==> src/rtl/cmp_arbiter.sv <==
// rtl/cmp_arbiter.sv - round-robin arbiter sequencing NREQ requesters onto one shared magnitude comparator
//
// Ports:
//   clk          rising-edge clock
//   rst          synchronous, active-high reset
//   req_valid    [NREQ]        per-requester operand-pair valid
//   req_a/req_b  [NREQ*WIDTH]  operands, requester i at [i*WIDTH +: WIDTH]
//   req_ready    [NREQ]        one-hot grant, driven only in IDLE
//   rsp_valid    result available; rsp_ready accepts it
//   rsp_id       [IDW]         requester that owns the result
//   rsp_lesser / rsp_greater / rsp_equal  registered a<b / a>b / a==b
//
// Build option: define CMP_ARB_SIGNED_EN to compare operands as two's-complement
// signed values; default compares them as unsigned.

module cmp_arbiter #(
  parameter int WIDTH = 16,
  parameter int NREQ  = 4,
  parameter int IDW   = $clog2(NREQ)
) (
  input  logic                  clk,
  input  logic                  rst,
  input  logic [NREQ-1:0]       req_valid,
  input  logic [NREQ*WIDTH-1:0] req_a,
  input  logic [NREQ*WIDTH-1:0] req_b,
  output logic [NREQ-1:0]       req_ready,
  output logic                  rsp_valid,
  input  logic                  rsp_ready,
  output logic [IDW-1:0]        rsp_id,
  output logic                  rsp_lesser,
  output logic                  rsp_greater,
  output logic                  rsp_equal
);

  localparam logic [1:0] S_IDLE    = 2'd0;
  localparam logic [1:0] S_COMPARE = 2'd1;
  localparam logic [1:0] S_RESPOND = 2'd2;

  localparam logic [IDW:0]   NREQ_X = (IDW+1)'(NREQ);
  localparam logic [IDW-1:0] LAST_ID = IDW'(NREQ - 1);

  logic [1:0]       state;
  logic [IDW-1:0]   ptr;
  logic [WIDTH-1:0] op_a;
  logic [WIDTH-1:0] op_b;
  logic [IDW-1:0]   op_id;

  logic             found;
  logic [IDW-1:0]   gidx;
  logic [IDW:0]     scan;
  logic             lt;
  logic             gt;
  logic             eq;

  // Round-robin pick: first set req_valid bit at or above ptr, wrapping.
  // scan is one bit wider than ptr so ptr+k never overflows before the wrap.
  always_comb begin
    found = 1'b0;
    gidx  = '0;
    scan  = '0;
    for (int k = 0; k < NREQ; k++) begin
      scan = {1'b0, ptr} + (IDW+1)'(k);
      if (scan >= NREQ_X) scan = scan - NREQ_X;
      if (!found && req_valid[scan[IDW-1:0]]) begin
        found = 1'b1;
        gidx  = scan[IDW-1:0];
      end
    end
  end

  // Grant depends only on state, ptr and req_valid, never on rsp_ready.
  // Gated by rst so nothing is accepted in a cycle that is being reset.
  always_comb begin
    req_ready = '0;
    if (!rst && state == S_IDLE && found) req_ready[gidx] = 1'b1;
  end

`ifdef CMP_ARB_SIGNED_EN
  assign lt = $signed(op_a) < $signed(op_b);
  assign gt = $signed(op_a) > $signed(op_b);
`else
  assign lt = op_a < op_b;
  assign gt = op_a > op_b;
`endif
  assign eq = (op_a == op_b);

  always_ff @(posedge clk) begin
    if (rst) begin
      state       <= S_IDLE;
      ptr         <= '0;
      op_a        <= '0;
      op_b        <= '0;
      op_id       <= '0;
      rsp_valid   <= 1'b0;
      rsp_id      <= '0;
      rsp_lesser  <= 1'b0;
      rsp_greater <= 1'b0;
      rsp_equal   <= 1'b0;
    end else begin
      case (state)
        S_IDLE: begin
          if (found) begin
            op_a  <= req_a[gidx*WIDTH +: WIDTH];
            op_b  <= req_b[gidx*WIDTH +: WIDTH];
            op_id <= gidx;
            state <= S_COMPARE;
          end
        end
        S_COMPARE: begin
          rsp_lesser  <= lt;
          rsp_greater <= gt;
          rsp_equal   <= eq;
          rsp_id      <= op_id;
          rsp_valid   <= 1'b1;
          state       <= S_RESPOND;
        end
        S_RESPOND: begin
          // rsp_* stay untouched until the consumer takes the result.
          if (rsp_ready) begin
            rsp_valid <= 1'b0;
            ptr       <= (op_id == LAST_ID) ? '0 : op_id + 1'b1;
            state     <= S_IDLE;
          end
        end
        default: state <= S_IDLE;
      endcase
    end
  end

endmodule

==> config.mk <==
export PLATFORM = sky130hd
export DESIGN_NAME = cmp_arbiter
export DESIGN_NICKNAME = d
export VERILOG_FILES = /design/src/rtl/cmp_arbiter.sv
export SDC_FILE = /design/constraint.sdc
export NUM_CORES = 1
export LEC_CHECK = 0
export BUFFER_PORTS_ARGS = -buffer_cell sky130_fd_sc_hd__buf_2
export CORE_MARGIN = 5
export CORE_UTILIZATION = 35
export CTS_CLUSTER_SIZE = 40
export DETAILED_ROUTE_END_ITERATION = 7
export PLACE_DENSITY = 0.64
export SLEW_MARGIN = 25
export SYNTH_ARGS = -nofsm -noshare
export SYNTH_HDL_FRONTEND = slang
export SYNTH_SLANG_ARGS = --single-unit
==> constraint.sdc <==
create_clock -name clk -period 4.25 [get_ports clk]
set_input_delay 0.6375 -clock clk [delete_from_list [all_inputs] [get_ports clk]]
set_output_delay 0.6375 -clock clk [all_outputs]
set_load 0.03 [all_outputs]
# ---- Word-level counts from Yosys, hierarchy flattened
# Index checks and enable logic that the tools add are counted.
# W data, S select, Z words.
dict set report word_totals {
  regBits 44
  latchBits 0
  ramBits 0
  mem_bits_ro 0
  in_bits 135
  output_inout_bits 10
  word_cells 83
  n_memories 0
}
dict set report classes {
  addsub 8
  mul 0
  div 0
  order_cmp 12
  n_eq_ne 6
  n_shift 2
  n_mux 29
  bitwise_logic 0
  reduce_logical 16
}
# cell n
set op_table {}
lappend op_table {{$shiftx A64 B7 Y16} 2}
lappend op_table {{$mux W2} 11}
lappend op_table {{$eq A16 B16 Y1} 1}
lappend op_table {{$gt A16 B16 Y1} 1}
lappend op_table {{$lt A16 B16 Y1} 1}
lappend op_table {{$lt A2 B3 Y1 const B} 5}
lappend op_table {{$mux W1} 10}
lappend op_table {{$ge A3 B3 Y1 const B} 3}
lappend op_table {{$bmux W1 S2} 4}
lappend op_table {{$reduce_and A2 Y1} 4}
lappend op_table {{$sub A2 B1 Y2 const B} 4}
lappend op_table {{$add A2 B2 Y3 const B} 2}
lappend op_table {{$logic_and A1 B1 Y1} 6}
lappend op_table {{$pmux W2 S3} 1}
lappend op_table {{$eq A2 B2 Y1 const B} 2}
lappend op_table {{$logic_not A1 Y1} 4}
lappend op_table {{$mux W4} 1}
lappend op_table {{$ne A2 B2 Y1 const B} 2}
lappend op_table {{$add A2 B1 Y3 const B} 1}
lappend op_table {{$ge A2 B3 Y1 const B} 1}
lappend op_table {{$add A2 B1 Y2 const B} 1}
lappend op_table {{$demux W1 S2} 1}
lappend op_table {{$eq A2 B1 Y1 const B} 1}
lappend op_table {{$ge A2 B1 Y1 const B} 1}
lappend op_table {{other kinds (3)} 3}

# ---- Logic depth before layout (Yosys ltp)
# Gate-level depths: netlist of run 1.
dict set report depth {
  depth_word 19
  mapped_depth 9
  mapped_depth_nobuf 7
}

# ---- Worst setup path before layout of run 1
# Ideal clock, no wire load.
dict set report synth_path {
  path_type {input to output}
  startpoint {input req_valid[1]}
  endpoint {output req_ready[2]}
  arrival_time_ns 1.848
  required_ns 3.612
  setup_slack_ns 1.764
  stages 6
  path_buffers 3
  cell_sequence {buf_6 or4b_1 o311ai_0 and3_1 buf_2 buf_4}
}
dict set report synth_via {
  elab_chain_len 17
  word_cells_on_any_way 29
  cone_classes {order compare (2); mux (19); reduce/logical (8)}
}
# element line
set synth_rtl {}
lappend synth_rtl {{start: declaration} 23} ;# input logic [NREQ-1:0] req_valid,
lappend synth_rtl {{$bmux W1 S2} 64} ;# if (!found && req_valid[scan[IDW-1:0]]) begin
lappend synth_rtl {{$mux W1 (not written as such)} 64}
lappend synth_rtl {{$mux W1} 64}
lappend synth_rtl {{$logic_not A1 Y1} 64}
lappend synth_rtl {{$logic_and A1 B1 Y1} 64}
lappend synth_rtl {{$mux W1} 64}
lappend synth_rtl {{$logic_not A1 Y1} 64}
lappend synth_rtl {{$logic_and A1 B1 Y1} 64}
lappend synth_rtl {{$mux W1} 64}
lappend synth_rtl {{$logic_not A1 Y1} 64}
lappend synth_rtl {{$logic_and A1 B1 Y1} 64}
lappend synth_rtl {{$mux W2} 64}
lappend synth_rtl {{$lt A2 B3 Y1 (not written as such) or $ge A2 B1 Y1 (tied branches)} 75} ;# if (!rst && state == S_IDLE && found) req_ready[gidx] = 1'b1;
lappend synth_rtl {{$logic_and A1 B1 Y1 (not written as such)} 75}
lappend synth_rtl {{$mux W1 (not written as such)} 75}
lappend synth_rtl {{$demux W1 S2} 75}
lappend synth_rtl {{$mux W4 *} 75}
lappend synth_rtl {{end: declaration} 26} ;# output logic [NREQ-1:0] req_ready,
# Mark *: on every way between the ends. The rest lies on a longest branch, timed or not. The select of a mux whose other input is x is not followed.

# ---- Worst setup path after layout of run 1
dict set report layout_path {
  startpoint {register ptr[1]}
  endpoint {output req_ready[2]}
}
dict set report layout_via {
  elab_chain_len 19
  word_cells_on_any_way 44
  cone_classes {add/sub (7); order compare (6); mux (23); reduce/logical (8)}
}
# element line
set layout_rtl {}
lappend layout_rtl {{start: declaration} 43} ;# logic [IDW-1:0] ptr;
lappend layout_rtl {{start signal: assignment} 121} ;# ptr <= (op_id == LAST_ID) ? '0 : op_id + 1'b1;
lappend layout_rtl {{parallel branches: the longest is 18 deep, another holds $add A2 B1 Y3} -}
lappend layout_rtl {{$mux W4 *} 75}
# Mark *: on every way between the ends. The select of a mux whose other input is x is not followed.

==> reports/metrics.json, run 1 <==
{
  "status": "complete, no violations",
  "ys_dominant_reg_cell": "sky130_fd_sc_hd__dfxtp_1",
  "clkSlewWorstSetupHoldPaths_ns": 0.08,
  "grt_antenna_before_repair": 0,
  "number_of_max_cap_violations": 0,
  "power.ir.vdd_worst_v": 0.0001528,
  "crit_path_top_delay_cell": "sky130_fd_sc_hd__dfxtp_1",
  "design.die.area_sq_mm": 0.009519,
  "count_of_flip_flops_with_a_built_in_enable_after_synthesis": 0,
  "fmax_ghz": 0.3663,
  "power_per_cell_area_mw_per_mm2": 316.9,
  "timing.critical_path.max_delay_family": "simple AND/OR/NAND/NOR gates",
  "post_cts_resize_count": 0,
  "layout_worst_path_cycle_share": 0.6423,
  "post-synth-top-area-fraction": 0.3282,
  "worst_ep_required_time_ns": 3.61,
  "clock_path_buffers": 2,
  "synth_seq_cells": 44,
  "antenna-diode-count": 0,
  "cts_sinks": 44,
  "critPathCaptureType": "output port",
  "critPathArrivalTime_ns": 2.09,
  "cp_cell_sequence": "or4b_1, o311ai_0, and3_1, buf_4, buf_2",
  "startpoint_type": "register",
  "finClkSkew_ns": 0.006795,
  "setup_total_negative_slack_ns": 0,
  "finalHoldViolCount": 0,
  "root_buffer": "sky130_fd_sc_hd__clkbuf_8",
  "global_route.usage.total": 0.1661,
  "critPathMaxStageDelay_ns": 0.62,
  "drt_first_iter_violations": 145,
  "hold_buffers": 0,
  "pin_count_of_the_biggest_net_entering_global_routing": 33,
  "total_setup_violations_reported_at_the_end_of_the_flow": 0,
  "syn2layout_area_growth_pct": 34.45,
  "die_width_um": 97.57,
  "postSynthAreaPerCell_sq_um": 8.976,
  "ant_nets": 0,
  "tritoncts_clock_tree": "yes",
  "worst-slew-pin-transition_ns": 0.4773,
  "route.final.wire_length_um": 8126,
  "drc": 0,
  "mappedNetlistArea_sq_mm": 0.002684,
  "drt_pass1_iterations": 5,
  "detailroute.via_count": 2756,
  "drive_above_1_share": 0.3753,
  "cp.buffers_inverters": 2,
  "rows": 32,
  "synth.largest_area_cell": "sky130_fd_sc_hd__dfxtp_1",
  "die_h_um": 97.57,
  "synth-warning-count": 0,
  "io_pins": 145,
  "async_reset_ff_frac": 0,
  "synth_seq_area_share": 0.3282,
  "timing.hold.ws_ns": 0.4571,
  "wire_length_of_the_first_global_routing_pass_um": 13140,
  "cellLeakagePower_nw": 1.706,
  "cts_made_buffers": 5,
  "dp_hpwl_um": 6458,
  "port-buffer-count": 144,
  "clk_latency_ns": 0.29,
  "mappedNetlistNets": 451,
  "htree_num_levels": 2,
  "initial_utilization": 0.3528,
  "routed_via_density": 5.113,
  "grt_remaining_overflow": 0,
  "fin_nets": 590,
  "post_layout_minimum_cycle_time_ns": 2.730,
  "post_cts_setup_buffers": 0,
  "grt_pass1_vias": 2775,
  "critical_path_class": "reg2out",
  "wire_per_inst_um": 15.08,
  "rsz0062_at_grt": "no",
  "synthTopCellsByArea": "sky130_fd_sc_hd__dfxtp_1, sky130_fd_sc_hd__mux2i_1, sky130_fd_sc_hd__ha_1",
  "syn_inst": 299,
  "fp.coreArea_sq_mm": 0.007607,
  "post_synth_num_cell_types": 39,
  "hold_path_class": "reg2reg",
  "crit_path_max_fanout": 15,
  "max_slew_margin": 0.6813,
  "report.final.slew_viol_count": 0,
  "gp_routability_congestion": 0.8231
}
worst paths after layout:
path	cells after the start	slack [ns]	startpoint	end
max	5	1.52	ptr[1]	req_ready[2]
min	2	0.46	rsp_valid	rsp_valid
max reg2reg	6	2.38	ptr[0]	op_b[10]
min reg2reg	2	0.46	rsp_valid	rsp_valid
cells in the mapped netlist (4+ instances only):
library cell	instances
sky130_fd_sc_hd__clkbuf_1	4
sky130_fd_sc_hd__o21ai_1	10
sky130_fd_sc_hd__mux2i_1	36
sky130_fd_sc_hd__nor2_1	13
sky130_fd_sc_hd__nand2_1	10
sky130_fd_sc_hd__a222oi_1	18
sky130_fd_sc_hd__buf_2	10
sky130_fd_sc_hd__a21oi_1	15
sky130_fd_sc_hd__nor2b_1	7
sky130_fd_sc_hd__o21ai_0	13
sky130_fd_sc_hd__nor3_1	5
sky130_fd_sc_hd__a22oi_1	14
sky130_fd_sc_hd__o221ai_1	15
sky130_fd_sc_hd__inv_1	33
sky130_fd_sc_hd__ha_1	17
sky130_fd_sc_hd__dfxtp_1	44
worst register-to-register path, cell delays in order, from the launching register on:
cell	delay [ns]
sky130_fd_sc_hd__dfxtp_1	0.45
sky130_fd_sc_hd__nor2b_1	0.11
sky130_fd_sc_hd__nor2_1	0.20
sky130_fd_sc_hd__a2bb2oi_4	0.40
sky130_fd_sc_hd__buf_16	0.23
sky130_fd_sc_hd__mux2i_1	0.21
sky130_fd_sc_hd__o221ai_1	0.12
through the flow:
stage	total power (W)	area, sq um	util	cells	setup WS (ns)
2_1_floorplan	0.0007163	2684	-	299	1.764
3_3_place_gp	0.0008423	3482	0.4577	532	1.559
3_5_place_dp	0.0008501	3482	0.4577	532	1.436
4_1_cts	0.001156	3581	0.4707	538	1.492
5_1_grt	0.001225	3608	0.4743	539	1.367
6_report	0.001144	3608	0.4743	539	1.520
routing by layer:
layer / wire, um / global-route usage
met4: 59 / 0.03195
met2: 3976 / 0.2915
met3: 617 / 0.04953
met1: 3472 / 0.2014
met5: 0 / 0
cells in the final DEF (no fill, tap or decap), types with 13 or more instances in the layout:
cell type                    n
sky130_fd_sc_hd__ha_1       17
sky130_fd_sc_hd__dfxtp_1    44
sky130_fd_sc_hd__a22oi_1    14
sky130_fd_sc_hd__o221ai_1   15
sky130_fd_sc_hd__mux2i_1    36
sky130_fd_sc_hd__a21oi_1    15
sky130_fd_sc_hd__buf_2     144
sky130_fd_sc_hd__o21ai_0    13
sky130_fd_sc_hd__nor2_1     13
sky130_fd_sc_hd__inv_1      33
sky130_fd_sc_hd__a222oi_1   18
power by group:
group	switching, W	internal (W)	leakage (nW)
combinational	0.000178	0.000166	1.29
clock	0.000132	0.000169	0.0501
sequential	0.0000348	0.000464	0.362
total	0.000345	0.000799	1.71
layout make-up:
class	count	area, sq um
well taps	102	127.6
flip-flops and latches	44	880.8
inverters	34	127.6
fillers	785	3999
multi-input cells	201	1573
clock buffers	5	68.82
repair buffers	152	800.8
clock inverters	1	30.03
logic make-up (layout without fill, tap and decap cells):
family	count (synthesis)	count (layout)	share of synthesized area
AO/OA/AOI/OAI	94	94	0.2569
AND/OR/NAND/NOR	54	54	0.1086
buffers and inverters	54	192	0.09277
flip-flops	44	44	0.3282
multiplexers	36	36	0.1343
adder cells (fa/ha/maj)	17	17	0.07925
registers in the layout (all words and copies together), names as in the netlist, 2 cells and up:
| register | cells |
|---|---|
| op_id | 2 |
| op_a | 16 |
| op_b | 16 |
| ptr | 2 |
| rsp_id | 2 |
| state | 2 |
No activity file was read; power rests on OpenSTA's default activity.
==> inputs of run 2 (changes only) <==
PLACE_DENSITY = 0.67   (was 0.64)
clock period = 2.24 ns   (was 4.25 ns; I/O delays follow)
==> run 2 against run 1 <==
Net effect: clock-buffer cell count is 1 higher; sequential share of layout area is 0.17 points lower; final cell count is 0.74% higher; via count is 0.83% higher; clock skew is 0.0025 ns lower; register-to-register slack worse by 2.0 ns; combinational power is 91% higher; clock power is 99% higher; critical path depth stayed put; core utilization is 0.33 points higher; critical path type unchanged.
==> reports/metrics.json, run 2 (synthesis results as in run 1) <==
{
  "status": "complete, no violations",
  "root_buffer": "sky130_fd_sc_hd__clkbuf_8",
  "setup_total_negative_slack": {"value": 0, "unit": "ns", "change": "unchanged"},
  "hold_buffers": {"value": 0, "change": "unchanged"},
  "power_per_cell_area": {"value": 605.4, "unit": "mW/mm^2", "change": "+91%"},
  "rows": {"value": 32, "change": "unchanged"},
  "cellLeakagePower": {"value": 1.720, "unit": "nW", "change": "+0.83%"},
  "cts_sinks": {"value": 44, "change": "unchanged"},
  "htree_num_levels": {"value": 2, "change": "unchanged"},
  "critPathMaxStageDelay": {"value": 0.36, "unit": "ns", "change": "-0.26 ns"},
  "max_slew_margin": {"value": 0.7052, "change": "+0.02389"},
  "gp_routability_congestion": {"value": 0.8254, "change": "+0.28%"},
  "largest_registers": "op_a x16, op_b x16",
  "tritoncts_clock_tree": "yes",
  "post_cts_setup_buffers": {"value": 0, "change": "unchanged"},
  "report.final.slew_viol_count": {"value": 0, "change": "unchanged"},
  "fin_ws": {"value": 0.1282, "unit": "ns", "change": "-1.392 ns"},
  "fin_nets": {"value": 592, "change": "+0.34%"},
  "die_width": {"value": 97.57, "unit": "um", "change": "unchanged"},
  "grt_pass1_vias": {"value": 2778, "change": "+0.11%"},
  "ant_nets": {"value": 0, "change": "unchanged"},
  "critical_path_class": "reg2out",
  "worst_ep_required_time": {"value": 1.90, "unit": "ns", "change": "-1.71 ns"},
  "clk_latency": {"value": 0.29, "unit": "ns", "change": "about the same"},
  "dp_hpwl": {"value": 6458, "unit": "um", "change": "about the same"},
  "mostFrequentLayoutCell": "sky130_fd_sc_hd__buf_2",
  "drive_above_1_share": {"value": 0.3810, "change": "+0.005666"},
  "finalHoldViolCount": {"value": 0, "change": "unchanged"},
  "wire_per_inst": {"value": 15.02, "unit": "um", "change": "-0.35%"},
  "hold_path_class": "in2reg",
  "total_setup_violations_reported_at_the_end_of_the_flow": {"value": 0, "change": "unchanged"},
  "cp_cell_sequence": "nor3_2, or2b_1, nor2_1, buf_6, buf_2",
  "io_pins": {"value": 145, "change": "unchanged"},
  "post_layout_minimum_cycle_time_ns": 2.112,
  "fmax_ghz": 0.4735,
  "startpoint_type": "register",
  "fp.coreArea": {"value": 0.007607, "unit": "sq mm", "change": "unchanged"},
  "timing.hold.ws": {"value": 0.2839, "unit": "ns", "change": "-0.1732 ns"},
  "global_route.usage.total": {"value": 0.1672, "change": "+0.001071"},
  "cts_made_buffers": {"value": 5, "change": "unchanged"},
  "power.ir.vdd_worst": {"value": 0.0002604, "unit": "V", "change": "+70%"},
  "number_of_max_cap_violations": {"value": 0, "change": "unchanged"},
  "drc": {"value": 0, "change": "unchanged"},
  "port-buffer-count": {"value": 144, "change": "unchanged"},
  "crit_path_top_delay_cell": "sky130_fd_sc_hd__dfxtp_1",
  "drt_first_iter_violations": {"value": 154, "change": "+6.2%"},
  "layout.cells.most_common_list": "sky130_fd_sc_hd__buf_2, sky130_fd_sc_hd__dfxtp_1, sky130_fd_sc_hd__mux2i_1",
  "layout_worst_path_cycle_share": 0.9428,
  "pin_count_of_the_biggest_net_entering_global_routing": {"value": 33, "change": "unchanged"},
  "route.final.wire_length": {"value": 8158, "unit": "um", "change": "+0.39%"},
  "critPathArrivalTime": {"value": 1.78, "unit": "ns", "change": "-0.31 ns"},
  "antenna-diode-count": {"value": 0, "change": "unchanged"},
  "dpl_worst_slack": {"value": 0.2476, "unit": "ns", "change": "-1.189 ns"},
  "crit_path_max_fanout": {"value": 19, "change": "+4"},
  "finClkSkew": {"value": 0.004314, "unit": "ns", "change": "-0.002481 ns"},
  "detailroute.via_count": {"value": 2779, "change": "+0.83%"},
  "clkSlewWorstSetupHoldPaths": {"value": 0.08, "unit": "ns", "change": "about the same"},
  "rsz0062_at_grt": "no",
  "design.die.area": {"value": 0.009519, "unit": "sq mm", "change": "unchanged"},
  "critPathCaptureType": "output port",
  "die_h": {"value": 97.57, "unit": "um", "change": "unchanged"},
  "wire_length_of_the_first_global_routing_pass": {"value": 13150, "unit": "um", "change": "about the same"},
  "initial_utilization": {"value": 0.3528, "change": "unchanged"},
  "worst-slew-pin-transition": {"value": 0.4422, "unit": "ns", "change": "-0.03519 ns"},
  "stdcell_count": {"value": 543, "change": "+0.74%"},
  "routed_via_density": {"value": 5.118, "change": "about the same"},
  "syn2layout_area_growth_pct": 35.38,
  "grt_remaining_overflow": {"value": 0, "change": "unchanged"},
  "grt_antenna_before_repair": {"value": 0, "change": "unchanged"},
  "dpl.cell_count": {"value": 535, "change": "+0.56%"},
  "post_cts_resize_count": {"value": 0, "change": "unchanged"},
  "clock_path_buffers": {"value": 2, "change": "unchanged"},
  "drt_pass1_iterations": {"value": 8, "change": "+3"}
}
-- run 2: cell count changes in the layout (fill, tap and decap cells not counted), sizes merged --
| cell | before | now |
|---|---|---|
| clkbuf | 5 | 6 |
| clkinv | 0 | 1 |
| buf | 152 | 154 |
-- run 2: through the flow --
stage | instance area, sq um | util | total power [W]
floorplan | 2684 | - | 0.001359
global placement | 3517 | 0.4623 | 0.001609
detailed placement | 3517 | 0.4623 | 0.001623
CTS | 3625 | 0.4765 | 0.002229
global route | 3633 | 0.4776 | 0.002345
finish | 3633 | 0.4776 | 0.002200
-- run 2: worst paths after layout --
path / start / to / cells past startpoint / slack [ns]
max: state[1] / req_ready[1] / 5 / 0.13
min: req_a[56] / op_a[8] / 3 / 0.28
max reg2reg: ptr[0] / op_a[13] / 6 / 0.43
min reg2reg: rsp_equal / rsp_equal / 2 / 0.46
-- run 2: worst max-delay path, delay by kind of cell, from the launching register on --
family                 cells  cell delay [ns]
DFF                        1             0.36
and+or+nand+nor            3             0.69
buffers and inverters      2             0.44
-- run 2: area by class of cell --
class / instances / area [sq um]
inverters: 34 / 127.6
well taps: 102 / 127.6
flip-flops and latches: 44 / 880.8
multi-input cells: 201 / 1578
fillers: 773 / 3974
clock buffers: 6 / 72.57
clock inverters: 2 / 35.03
repair buffers: 154 / 812.0
-- run 2: per-layer routing --
layer,global-route usage,share of wire,up-vias
met1,0.2102,0.43,1236
met4,0.03834,0.011,0
li1,-,-,1430
met3,0.03948,0.080,6
met5,0,0,-
met2,0.2889,0.48,107
-- run 2: power by group --
part	switching, W	leakage (nW)	total (W)	internal [W]
Combinational	0.000341	1.30	0.000658	0.000318
Sequential	0.0000640	0.362	0.000943	0.000879
Clock	0.000267	0.0552	0.000598	0.000331
